<file path="src/rtl/spdif_encoder.sv">
// spdif_encoder: S/PDIF (IEC 60958) biphase-mark transmitter with B/M/W preambles, even parity, 192-frame blocks.
// Latency: SPDIFout shows UI 0 one clk after the load cycle; every UI lasts HALF_DIV clks, a subframe 64*HALF_DIV.
// Backpressure: samples are taken only in the load cycle (dataReady); no data there sends a V=1 zero sample (underrun).
// Optional feature: define SPDIF_CSTATUS_EN to take C from the built-in channel-status block instead of chanIn.
module spdif_encoder #(
  parameter int HALF_DIV = 4
) (
  input  logic        clk,
  input  logic        rst_n,
  input  logic [23:0] dataIn,
  input  logic        validIn,
  input  logic        userIn,
  input  logic        chanIn,
  input  logic        dataValid,
  output logic        dataReady,
  output logic        chanSel,
  output logic [7:0]  frameCnt,
  output logic        blockStart,
  output logic        underrun,
  output logic        SPDIFout
);

  localparam int              DW       = (HALF_DIV > 1) ? $clog2(HALF_DIV) : 1;
  localparam logic [DW-1:0]   DIV_LAST = DW'(HALF_DIV - 1);

  // Preamble UI patterns, UI 0 in the MSB, as sent when the line was 0 beforehand.
  localparam logic [7:0] PAT_B = 8'b1110_1000;
  localparam logic [7:0] PAT_M = 8'b1110_0010;
  localparam logic [7:0] PAT_W = 8'b1110_0100;

`ifdef SPDIF_CSTATUS_EN
  // Consumer, PCM, copy permitted (bit 2), 48 kHz (bits 27..24 = 4'b0010, i.e. bit 25).
  localparam logic [191:0] CSTAT = (192'd1 << 2) | (192'd1 << 25);
`endif

  typedef enum logic [1:0] {ST_RESET, ST_PREAMBLE, ST_DATA} state_t;

  state_t        state_q, state_d;
  logic [DW-1:0] div_q, div_d;
  logic [5:0]    ui_q, ui_d;
  logic          chan_q, chan_d;
  logic [7:0]    frame_q, frame_d;
  logic          line_q, line_d;
  logic [7:0]    pre_q, pre_d;     // preamble levels for this subframe, polarity already applied
  logic [31:0]   word_q, word_d;   // slot-indexed subframe bits; slots 0-3 unused

  logic          load;
  logic          ui_end;
  logic [7:0]    pat;
  logic [23:0]   aud;
  logic          v_bit;
  logic          u_bit;
  logic          c_bit;
  logic [26:0]   body;

  assign load   = rst_n && (div_q == '0) && (ui_q == 6'd0);
  assign ui_end = (div_q == DIV_LAST);

  assign pat    = chan_q ? PAT_W : ((frame_q == 8'd0) ? PAT_B : PAT_M);
  assign aud    = dataValid ? dataIn : 24'd0;
  assign v_bit  = dataValid ? validIn : 1'b1;
  assign u_bit  = dataValid & userIn;
`ifdef SPDIF_CSTATUS_EN
  // chanIn is read but has no effect: channel status comes from the constant block.
  assign c_bit  = CSTAT[frame_q] | (chanIn & 1'b0);
`else
  assign c_bit  = chanIn;
`endif
  assign body   = {c_bit, u_bit, v_bit, aud};

  assign dataReady  = load & dataValid;
  assign underrun   = load & ~dataValid;
  assign blockStart = load & ~chan_q & (frame_q == 8'd0);
  assign chanSel    = chan_q;
  assign frameCnt   = frame_q;
  assign SPDIFout   = line_q;

  // State register: everything returns to the start of a B subframe on reset.
  always_ff @(posedge clk) begin
    if (!rst_n) begin
      state_q <= ST_RESET;
      div_q   <= '0;
      ui_q    <= 6'd0;
      chan_q  <= 1'b0;
      frame_q <= 8'd0;
      line_q  <= 1'b0;
      pre_q   <= 8'd0;
      word_q  <= 32'd0;
    end else begin
      state_q <= state_d;
      div_q   <= div_d;
      ui_q    <= ui_d;
      chan_q  <= chan_d;
      frame_q <= frame_d;
      line_q  <= line_d;
      pre_q   <= pre_d;
      word_q  <= word_d;
    end
  end

  // Next state: UI timing, sample capture and framing counters at load, BMC line level per UI, phase FSM.
  always_comb begin
    state_d = state_q;
    div_d   = div_q;
    ui_d    = ui_q;
    chan_d  = chan_q;
    frame_d = frame_q;
    line_d  = line_q;
    pre_d   = pre_q;
    word_d  = word_q;

    if (ui_end) begin
      div_d = '0;
      ui_d  = ui_q + 6'd1;
    end else begin
      div_d = div_q + DW'(1);
    end

    if (load) begin
      chan_d = ~chan_q;
      if (chan_q) begin
        frame_d = (frame_q == 8'd191) ? 8'd0 : frame_q + 8'd1;
      end
      word_d = {^body, body, 4'b0000};
      pre_d  = pat ^ {8{line_q}};
    end

    // The line only moves on UI boundaries.
    if (div_q == '0) begin
      unique case (state_q)
        ST_RESET, ST_PREAMBLE: line_d = load ? (pat[7] ^ line_q) : pre_q[3'd7 - ui_q[2:0]];
        ST_DATA:               line_d = ui_q[0] ? (line_q ^ word_q[ui_q[5:1]]) : ~line_q;
        default:               line_d = line_q;
      endcase
    end

    unique case (state_q)
      ST_RESET:    state_d = ST_PREAMBLE;
      ST_PREAMBLE: if (ui_end && ui_q == 6'd7)  state_d = ST_DATA;
      ST_DATA:     if (ui_end && ui_q == 6'd63) state_d = ST_PREAMBLE;
      default:     state_d = ST_RESET;
    endcase
  end

endmodule

</file>
<file path="config.mk">
export PLATFORM = sky130hd
export DESIGN_NAME = spdif_encoder
export DESIGN_NICKNAME = d
export VERILOG_FILES = /design/src/rtl/spdif_encoder.sv
export SDC_FILE = /design/constraint.sdc
export NUM_CORES = 1
export LEC_CHECK = 0
export ABC_AREA = 1
export ABC_CLOCK_PERIOD_IN_PS = 2300
export BUFFER_PORTS_ARGS = -buffer_cell sky130_fd_sc_hd__buf_2
export CAP_MARGIN = 20
export CORE_MARGIN = 2
export CORE_UTILIZATION = 50
export DETAILED_ROUTE_END_ITERATION = 10
export GPL_TIMING_DRIVEN = 0
export PLACE_DENSITY = 0.71
export SETUP_SLACK_MARGIN = 0.5
export SLEW_MARGIN = 20
export SYNTH_ARGS = -nofsm -noshare
export SYNTH_HDL_FRONTEND = slang
export SYNTH_SLANG_ARGS = --single-unit
</file>
<file path="constraint.sdc">
create_clock -name clk -period 2.3 [get_ports clk]
set_input_delay 0 -clock clk [delete_from_list [all_inputs] [get_ports clk]]
set_output_delay 0 -clock clk [all_outputs]
set_load 0.01 [all_outputs]
</file>
==> metrics.md <==
| Metric | Value |
|---|---|
| Status | `finished with violations` |
| Violated checks | `hold timing` |
| Tcrit/Tclk final | `77.0%` |
| DRC | `0` |
| Synth Area per Inst | `7.18 um2` |
| PortBufs | `41` |
| Pleak | `1.76 nW` |
| Worst IR Drop VDD | `389 uV` |
| Cell mode on critical path | `buf_8` |
| Setup TNS | `0 ns` |
| Hold Path Cell Cnt | `3` |
| CTS Buffer Depth | `2` |
| PwrDens | `580 mW/mm2` |
| Gp weighted congestion | `0.846` |
| WP buf/inv | `4` |
| Vias per cell | `5.08` |
| GRT Total Usage | `21.6%` |
| First-pass GRT wire length | `12.3 mm` |
| Post-synth EDFFs | `0` |
| Endpoint, Worst Hold | `word_q[27]` |
| Seq cells post-synth | `53` |
| DIE WIDTH | `82.9 um` |
| Post-DP Area | `0.00342 mm2` |
| Hold Fails Final Rpt | `1` |
| R2r endpoint | `frameCnt[7]` |
| TritonRoute pass-1 iters | `5` |
| Initial antenna violation count | `0` |
| Layout fillers | `551` |
| Area added between synthesis and finish | `24.5%` |
| FF/Latch Area | `0.00106 mm2` |
| ANT nets after route | `0` |
| Synth area leader | `dfxtp_1` |
| Final Cell Area | `0.00388 mm2` |
| Rel. slew slack | `60.7%` |
| H-tree levels | `2` |
| Setup Viol. Count Final | `0` |
| Clock latency on the worst-skew pair | `0.31 ns` |
| Top-count cell post-synth | `nand2_1` |
| Delay-heaviest family, CP | `simple AND/OR/NAND/NOR gates` |
| I/O pin total | `43` |
| Hold Crit Class | `input pin to flop` |
| Pre-CTS setup slack | `0.236 ns` |
| Hold_ws | `-0.00252 ns` |
| Crit. End Element | `flop` |
| Num CTS Buffers | `5` |
| Seq/Total Area, Yosys | `34.1%` |
| RSZ-0062 raised after global routing | `true` |
| Ys flop type | `dfxtp_1` |
| FMAX | `565 MHz` |
| Final Slew Violations | `0` |
| Top cells by area, synth | `dfxtp_1, nand2_1, nor2_1, a211oi_1, inv_1` |
| Routed vias | `2987` |
| Clk pin slew, worst setup/hold paths | `0.10 ns` |
| Dpl hpwl | `5.25 mm` |
| GRT Residual Overflow | `0` |
| Slowest CP cell | `dfxtp_2` |
| Number of core rows | `28` |
| Yosys warning count | `0` |
| WL final | `7.50 mm` |
| Register-to-Register Setup Slack | `0.53 ns` |
| Beginning of the worst hold path | `dataIn[23]` |
| CP startpoint kind | `flop` |
| WL per Instance | `12.7 um` |
| Mapped Nets | `470` |
| Critical path cell sequence | `buf_8 > inv_8 > buf_8 > ha_4 > nand3_4 > nor2_8 > nand2_4 > clkinv_4 > nand4_1 > nor2_2 > nand2_1 > nor2_1 > nor3_1` |
| Die Y | `82.9 um` |
| Initial Utilization | `52.3%` |
| Largest net degree at the start of global routing | `17` |
| Area of the mapped netlist | `0.00312 mm2` |
| Setup CP Type | `flop to flop` |
| Worst R2R Start | `ui_q[1]` |
| Number of global-route vias before repair | `2708` |
| Worst Path Required | `2.52 ns` |
| Max-cap violations | `0` |
| FF-to-FF path depth | `13` |
| Full die area | `0.00688 mm2` |
| Num Clock Sinks | `53` |
| Max FO, Critical Path | `6` |
| Post-synth ARST share | `0%` |
| Synth cell types | `41` |
| Initial drt markers | `182` |
| Share of layout cells above drive strength 1 | `23.2%` |
| Top cell type's share of synthesized area | `34.1%` |
| Commonest cells post-synth | `nand2_1, nor2_1, dfxtp_1, inv_1, a211oi_1` |
| Min cycle time layout | `1.77 ns` |
| Post-Route Skew | `0.00669 ns` |
| Area of the multi-input gates | `0.00179 mm2` |
| CTS tree | `built` |
| Core area | `0.00596 mm2` |
| CTS root buf | `clkbuf_8` |
| Largest stage delay on the critical path | `0.35 ns` |
| Crit path DAT | `1.99 ns` |
| Nets@finish | `548` |
| Measured slew at the worst slew-check pin | `0.589 ns` |
| Ant. Diodes | `0` |
| Post-Synthesis Cells | `434` |
| Worst setup margin | `0.529 ns` |
[how the worst max path moves through the flow]
| stage | from | to | slack [ns] | cells past startpoint |
|---|---|---|---|---|
| finish | ui_q[1] | frameCnt[7] | 0.53 | 13 |
| global route | ui_q[1] | frameCnt[7] | 0.41 | 13 |
| CTS | ui_q[1] | SPDIFout | 0.52 | 15 |
| detailed placement | ui_q[1] | frameCnt[7] | 0.24 | 13 |
| global placement | ui_q[1] | frameCnt[5] | 0.27 | 13 |
| floorplan | ui_q[1] | frameCnt[5] | 0.53 | 13 |
[cells in the final DEF (no fill, tap or decap), types with 2 or more instances in the layout]
| master | instances |
|---|---|
| clkbuf_4 | 2 |
| dlygate4sd3_1 | 15 |
| xnor2_2 | 3 |
| clkinv_2 | 3 |
| o21ai_0 | 21 |
| xor2_2 | 5 |
| a211oi_1 | 26 |
| buf_2 | 42 |
| dfxtp_1 | 52 |
| buf_6 | 5 |
| xnor2_1 | 8 |
| nand4_1 | 4 |
| a21oi_1 | 20 |
| clkinvlp_4 | 2 |
| buf_4 | 14 |
| nor2_2 | 2 |
| nor2_1 | 55 |
| nor3_1 | 7 |
| inv_1 | 47 |
| clkbuf_8 | 5 |
| ha_1 | 5 |
| nand2_2 | 12 |
| nand3_1 | 16 |
| nand2_1 | 99 |
| buf_8 | 3 |
| nor2_8 | 2 |
| clkbuf_2 | 2 |
| xor2_1 | 6 |
| nand3_4 | 2 |
| clkbuf_1 | 5 |
[cell families after synthesis]
kind of cell	Yosys count	share of synthesized area (%)
AOI/OAI and AO/OA	72	14.2
xor gates and xnor gates	22	8.11
adders and majority gates	6	2.41
buffers and inverters	71	10.7
DFF	53	34.1
and+or+nand+nor	210	30.6
[final cells by class]
type / instances / area share, %
flip-flops and latches: 53 / 27.4
repair inverters: 1 / 0.129
inverters: 52 / 5.58
plain buffers: 19 / 4.29
well taps: 75 / 2.42
repair buffers: 70 / 12.0
multi-input cells: 310 / 46.0
clock inverters: 3 / 0.451
clock buffers: 5 / 1.77
[what timing repair did]
action,in CTS,in global routing
setup endpoints to repair,39,29
pin swaps,3,4
gates resized for setup,16,16
buffers inserted,7,7
hold endpoints to repair,15,0
cloned,0,1
hold buffers,15,0
[sequential cells by signal (all words and copies together) (netlist names)]
register / cells
chanSel: 1
SPDIFout: 1
frameCnt: 8
word_q: 28
pre_q: 5
div_q: 2
ui_q: 6
state_q: 2
[power by group]
part,internal [mW],switching [mW]
registers,1.01,0.0576
logic,0.283,0.373
clock network,0.211,0.315
total,1.51,0.745
[worst register-to-register path, delay by kind of cell, from the launching register on]
| family | cells | cell delay [ns] |
|---|---|---|
| simple gates | 8 | 0.86 |
| buf+inv | 4 | 0.34 |
| flops | 1 | 0.35 |
| fa+ha+maj | 1 | 0.13 |
[through the flow]
step / hold WS (ns) / total power, mW / utilization, % / instances
after detailed placement: 0.292 / 1.66 / 57.4 / 550
after global routing: 0.00419 / 2.39 / 65.1 / 588
after floorplan: 0.169 / 1.51 / - / 434
after global placement: 0.291 / 1.65 / 57.4 / 550
after CTS: 0.00343 / 2.23 / 63.4 / 580
final: -0.00252 / 2.25 / 65.1 / 588
[metal layers]
layer	GRT usage, %	wire length (um)
met5	0	0
met1	28.2	3460
met3	4.37	385
met4	5.51	113
met2	36.5	3540
No activity file was read; power rests on OpenSTA's default activity.
